==> src/rtl/z80_arb_pkg.sv <==
// z80_arb_pkg: shared types and constants for the Z80 memory-port arbiter.
// Rev 1.0
`default_nettype none

package z80_arb_pkg;

  localparam int ARB_CNT_W = 16;

  typedef enum logic [1:0] {
    IDLE    = 2'd0,
    REQ     = 2'd1,
    GRANT   = 2'd2,
    RELEASE = 2'd3
  } arb_state_t;

endpackage

`default_nettype wire

==> src/rtl/z80_bus_arbiter_counter.sv <==
// arb_down_counter: loadable down counter that saturates at zero, with zero/one flags.
// Rev 1.0
`default_nettype none

module arb_down_counter
  import z80_arb_pkg::*;
#(
  parameter int WIDTH = ARB_CNT_W
) (
  input  logic             clk,
  input  logic             reset_n,
  input  logic             load,
  input  logic [WIDTH-1:0] load_val,
  input  logic             dec,
  output logic             zero,
  output logic             one
);

  logic [WIDTH-1:0] r_count;

  always_ff @(posedge clk or negedge reset_n) begin
    if (!reset_n) begin
      r_count <= '0;
    end else if (load) begin
      r_count <= load_val;
    end else if (dec && (r_count != '0)) begin
      r_count <= r_count - 1'b1;
    end
  end

  assign zero = (r_count == '0);
  assign one  = (r_count == WIDTH'(1));

endmodule

`default_nettype wire

==> src/rtl/z80_bus_arbiter.sv <==
// z80_bus_arbiter: shares system memory between the CPU and one DMA requester via BUSRQ/BUSAK.
// Rev 1.0
`default_nettype none

module z80_bus_arbiter
  import z80_arb_pkg::*;
#(
  parameter int MAX_HOLD = 100,
  parameter int GAP      = 4
) (
  input  logic        clk,
  input  logic        reset_n,
  output logic        cpu_busrq_n,
  input  logic        cpu_busak_n,
  input  logic [15:0] cpu_a,
  input  logic [7:0]  cpu_do,
  input  logic        cpu_mreq_n,
  input  logic        cpu_wr_n,
  input  logic        dma_req,
  output logic        dma_gnt,
  input  logic [15:0] dma_a,
  input  logic [7:0]  dma_do,
  input  logic        dma_we,
  output logic [15:0] mem_a,
  output logic [7:0]  mem_wdata,
  output logic        mem_we,
  output logic        forced_rel
);

  localparam logic [ARB_CNT_W-1:0] C_MAX_HOLD = ARB_CNT_W'(MAX_HOLD);
  localparam logic [ARB_CNT_W-1:0] C_GAP      = ARB_CNT_W'(GAP);

  arb_state_t r_state;
  arb_state_t w_next;

  logic r_busrq_n;
  logic r_gnt;
  logic r_forced;

  logic w_hold_load;
  logic w_hold_dec;
  logic w_hold_zero;
  logic w_hold_one;
  logic w_hold_expire;
  logic w_gap_load;
  logic w_gap_dec;
  logic w_gap_zero;
  logic w_gap_one;
  logic w_forced;

  arb_down_counter #(.WIDTH(ARB_CNT_W)) u_hold_cnt (
    .clk      (clk),
    .reset_n  (reset_n),
    .load     (w_hold_load),
    .load_val (C_MAX_HOLD),
    .dec      (w_hold_dec),
    .zero     (w_hold_zero),
    .one      (w_hold_one)
  );

  arb_down_counter #(.WIDTH(ARB_CNT_W)) u_gap_cnt (
    .clk      (clk),
    .reset_n  (reset_n),
    .load     (w_gap_load),
    .load_val (C_GAP),
    .dec      (w_gap_dec),
    .zero     (w_gap_zero),
    .one      (w_gap_one)
  );

  assign w_hold_dec    = (r_state == GRANT);
  assign w_gap_dec     = (r_state == IDLE);
  // A hold count of zero means unlimited, so only a live count reaching 1 expires.
  assign w_hold_expire = (MAX_HOLD != 0) && w_hold_one && !w_hold_zero;

  always_comb begin
    w_next      = r_state;
    w_hold_load = 1'b0;
    w_gap_load  = 1'b0;
    w_forced    = 1'b0;
    case (r_state)
      IDLE: begin
        // The final gap count is consumed on the edge that issues the request,
        // so BUSRQ falls exactly GAP cycles after re-entering IDLE.
        if (dma_req && (w_gap_zero || w_gap_one)) begin
          w_next = REQ;
        end
      end
      REQ: begin
        if (!cpu_busak_n) begin
          if (dma_req) begin
            w_next      = GRANT;
            w_hold_load = 1'b1;
          end else begin
            w_next = RELEASE;
          end
        end
      end
      GRANT: begin
        if (!dma_req) begin
          w_next = RELEASE;
        end else if (w_hold_expire) begin
          w_next   = RELEASE;
          w_forced = 1'b1;
        end
      end
      RELEASE: begin
        if (cpu_busak_n) begin
          w_next     = IDLE;
          w_gap_load = 1'b1;
        end
      end
      default: begin
        w_next = IDLE;
      end
    endcase
  end

  // Outputs are decoded from the next state so release and grant take effect on the deciding edge.
  always_ff @(posedge clk or negedge reset_n) begin
    if (!reset_n) begin
      r_state   <= IDLE;
      r_busrq_n <= 1'b1;
      r_gnt     <= 1'b0;
      r_forced  <= 1'b0;
    end else begin
      r_state   <= w_next;
      r_busrq_n <= !((w_next == REQ) || (w_next == GRANT));
      r_gnt     <= (w_next == GRANT);
      r_forced  <= w_forced;
    end
  end

  assign cpu_busrq_n = r_busrq_n;
  assign dma_gnt     = r_gnt;
  assign forced_rel  = r_forced;

  assign mem_a     = r_gnt ? dma_a  : cpu_a;
  assign mem_wdata = r_gnt ? dma_do : cpu_do;
  assign mem_we    = r_gnt ? dma_we : (!cpu_mreq_n && !cpu_wr_n);

endmodule

`default_nettype wire

==> config.mk <==
export PLATFORM = sky130hd
export DESIGN_NAME = z80_bus_arbiter
export DESIGN_NICKNAME = d
export VERILOG_FILES = /design/src/rtl/z80_arb_pkg.sv /design/src/rtl/z80_bus_arbiter_counter.sv /design/src/rtl/z80_bus_arbiter.sv
export SDC_FILE = /design/constraint.sdc
export NUM_CORES = 1
export LEC_CHECK = 0
export ABC_AREA = 1
export CORE_MARGIN = 4
export CORE_UTILIZATION = 43
export DETAILED_ROUTE_END_ITERATION = 10
export PLACE_DENSITY = 0.82
export SETUP_SLACK_MARGIN = 0.15
export SYNTH_ARGS = -nofsm -noshare
export SYNTH_HDL_FRONTEND = slang
export SYNTH_SLANG_ARGS = --single-unit
==> constraint.sdc <==
create_clock -name clk -period 1.7 [get_ports clk]
set_input_delay 0.34 -clock clk [delete_from_list [all_inputs] [get_ports clk]]
set_output_delay 0.34 -clock clk [all_outputs]
set_load 0.05 [all_outputs]
==> results.toml <==
[status]
status = "finished clean"

[critical_path]
worstPathMaxFanout = 27
critPathLaunchType = "register"
required_ns = 1.36
cpLargestDelayFamily = "flip-flops"
cp_data_arrival_time_ns = 1.32
path_buf_inv = 2
timing_worst_setup_path_type = "reg2out"
worst_path_largest_cell_delay_ns = 0.45
crit_path_end_kind = "output pin"
critical_path.cell_chain = "buf_12 > o31ai_4 > buf_12"
cp_slowest_cell = "sky130_fd_sc_hd__dfrtp_2"
cell_with_the_most_instances_on_the_worst_path = "sky130_fd_sc_hd__buf_12"

[placed_design]
portBuffers = 82
gp_congestion = 0.905
place_inst = 558
preCtsSetupSlack_ns = -0.0944
dpl_cell_area_um2 = 4080
dp_hpwl_um = 6220

[final_layout]
layout-area-overhead-vs-synth_pct = 70.2
finalInstanceArea_um2 = 4600
final_layout_size_suffix_gt1_frac = 0.357
nets = 582
final_core_utilization = 0.764
layoutNonFillerInstCount = 596
num_antenna_cells = 0

[floorplanning]
die_w_um = 87.3
fp.dieArea_um2 = 7620
effective_utilization_at_floorplan = 0.449
dieHeight_um = 87.3
coreArea_um2 = 6030
num_rows = 28
ioPinCount = 83

[clock_network]
clk_pin_slew_ns = 0.08
clock_tree.htree_level_count = 2
cts_num_sinks = 37
cts-root-to-sink-buffers = 2
cts_made_buffers = 5
clock_tree_from_tritoncts = "yes"
worst_skew_pair.late_latency_ns = 0.30
clock_tree.root_cell = "sky130_fd_sc_hd__clkbuf_8"

[logic_synthesis]
synth_xor_area_frac = 0.0227
synth_top_cells_by_area = "sky130_fd_sc_hd__dfrtp_1, sky130_fd_sc_hd__nand2_1, sky130_fd_sc_hd__nor2_1"
postSynthNetCount = 460
synth.yosys.warnings = 0
synth_ff_type = "sky130_fd_sc_hd__dfrtp_1"
synth-seq-cells = 37
adder_and_majority_cell_fraction_of_the_synthesized_area = 0.0278
seq_area_frac_synth = 0.343
main_combinational_cell_family_by_area_after_synthesis = "simple AND/OR/NAND/NOR gates"
post-synth-top-area-cell = "sky130_fd_sc_hd__dfrtp_1"
post_synth_inst_count = 399
yosys.area.top_type_share = 0.333
synth.avg_cell_area_um2 = 6.78
number_of_enable_flip_flop_cells_after_synthesis = 0
ys_types = 33
synth_compound_area_frac = 0.102
syn_area_um2 = 2700
yosys-mux-area-fraction = 0
synthArstFlopShare = 1.00
synth_simple_gate_area_share = 0.425

[global_routing]
grt_antenna_before_repair = 0
via_count_of_the_first_global_routing_pass = 2967
wire_length_of_the_first_global_routing_pass_um = 13700
overflow = 0
grt_start_max_net_pins = 28
grt_util_all_layers = 0.222

[sta]
max_clock_freq_mhz = 603
finalClockSkew_ns = 0.0124
tmin_final_ns = 1.66
hold_viol_final = 0
grt_setup_unrepaired = "yes"
worst_hold_slack_ns = 0.494
worst_slack_ns = 0.0417
pin_slew_with_the_least_headroom_to_its_limit_ns = 0.404
setup_viol_count_final = 0
timing.slew.headroom = 0.731
timing_max_transition_violations_final = 0
finalCritPeriodShare = 0.975

[power]
ir_drop_uv = 1390
power_density_nw_per_um2 = 2050
total_leakage_power_nw = 2.24

[detailed_routing]
detailedRoute.firstPassIterationCount = 5
avg_vias_per_cell = 5.41
routed_wl_um = 9370
dr_total_vias = 3226
detailedRoute.firstIterationViolations = 303
drcViolationCount = 0
final_antenna_net_count = 0
avgRoutedWirePerCell_um = 15.7

[min_path]
hp-class = "in2async"

[flow_run]
max_cap_violations = 0
-- report_power, final --
part | switching [mW] | total, mW | leakage [nW] | internal, mW
Clock | 0.320 | 0.642 | 0.0443 | 0.322
Combinational | 4.07 | 7.09 | 1.73 | 3.02
Sequential | 0.437 | 1.69 | 0.467 | 1.25
-- worst reg2reg max path, delay by kind of cell (launching register included) --
family / cells / cell delay [ns]
flops: 1 / 0.45
simple gates: 6 / 0.55
xor+xnor: 1 / 0.16
buf+inv: 4 / 0.36
-- area by class of cell --
type	count	area, um^2
clock buffer	7	86.3
sequential	37	938
multi-input combinational	316	1880
tap	75	93.8
timing repair buffer	126	1450
fill	335	1420
inverter	35	149
-- registers in the layout, summed over array words and instances, names as in the netlist --
name,flops
r_state,2
u_gap_cnt.r_count,16
dma_gnt,1
u_hold_cnt.r_count,16
forced_rel,1
cpu_busrq_n,1
-- stage by stage --
stage	total power, mW	setup TNS [ns]
floorplan	5.60	0
global placement	7.38	0
detailed placement	7.55	-0.790
CTS	8.51	0
global route	9.98	0
finish	9.42	0
-- Yosys cell counts (5+ instances only) --
master                       n
sky130_fd_sc_hd__a21o_1      5
sky130_fd_sc_hd__clkbuf_1    7
sky130_fd_sc_hd__dfrtp_1    36
sky130_fd_sc_hd__ha_1        6
sky130_fd_sc_hd__inv_1      32
sky130_fd_sc_hd__nand2_1   142
sky130_fd_sc_hd__nand2_2    12
sky130_fd_sc_hd__nand3_1    30
sky130_fd_sc_hd__nand4_1    12
sky130_fd_sc_hd__nor2_1     51
sky130_fd_sc_hd__o21ai_0    11
sky130_fd_sc_hd__o21ai_2    15
sky130_fd_sc_hd__xor2_1      5
-- worst paths after layout --
| kind | start | endpoint | slack, ns | depth (start not counted) |
|---|---|---|---|---|
| setup reg to reg | u_hold_cnt.r_count[6]$_DFFE_PN0P_ | u_hold_cnt.r_count[14]$_DFFE_PN0P_ | 0.12 | 11 |
| setup / recovery | dma_gnt$_DFF_PN0_ | mem_we | 0.04 | 3 |
| hold reg to reg | r_state[0]$_DFF_PN0_ | forced_rel$_DFF_PN0_ | 0.56 | 1 |
| hold / removal | reset_n | u_hold_cnt.r_count[15]$_DFFE_PN0P_ | 0.49 | 2 |
| max in group asynchronous | reset_n | u_hold_cnt.r_count[2]$_DFFE_PN0P_ | 0.68 | 3 |
| min in group clk | r_state[0]$_DFF_PN0_ | forced_rel$_DFF_PN0_ | 0.56 | 1 |
-- logic make-up (layout without fill, tap and decap cells) --
kind of cell             after synthesis  count (layout)
AO/OA/AOI/OAI                         40              40
AND/OR/NAND/NOR                      263             263
XOR/XNOR                               7               7
buffers and inverters                 46             168
adder cells (fa/ha/maj)                6               6
flip-flops                            37              37
-- routing by layer --
layer  share of wire  vias to the layer above  GRT usage
met5               0                        -          0
met4           0.030                        0     0.0697
met3           0.086                       34     0.0378
met2            0.49                      186      0.381
met1            0.40                     1497      0.283
li1                -                     1509          -
-- cells in the final DEF (no fill, tap or decap), types with 3 or more instances in the layout --
cell type                           n
sky130_fd_sc_hd__clkbuf_8           6
sky130_fd_sc_hd__a21o_1             5
sky130_fd_sc_hd__dfrtp_1           27
sky130_fd_sc_hd__clkdlybuf4s50_1   53
sky130_fd_sc_hd__inv_2              7
sky130_fd_sc_hd__xor2_1             5
sky130_fd_sc_hd__inv_1             26
sky130_fd_sc_hd__nor2_1            35
sky130_fd_sc_hd__nand2_1          114
sky130_fd_sc_hd__nor2_4            12
sky130_fd_sc_hd__o21ai_0           11
sky130_fd_sc_hd__buf_4             37
sky130_fd_sc_hd__nor2_2             9
sky130_fd_sc_hd__nand2_2           17
sky130_fd_sc_hd__nand4_1           12
sky130_fd_sc_hd__dfrtp_2            9
sky130_fd_sc_hd__or2_2              3
sky130_fd_sc_hd__nand2_4           25
sky130_fd_sc_hd__buf_12            28
sky130_fd_sc_hd__ha_1               3
sky130_fd_sc_hd__nand3_1           29
sky130_fd_sc_hd__o21ai_2           15
sky130_fd_sc_hd__buf_6              6
-- what timing repair did --
action                     CTS  global route
hold endpoints to repair    13             0
buffers inserted            10            20
pin swaps                    3            14
gates cloned                 0             0
resized for setup           16            49
hold buffers                 1             0
setup endpoints to repair   44            56
(Power assumes the default switching activity.)
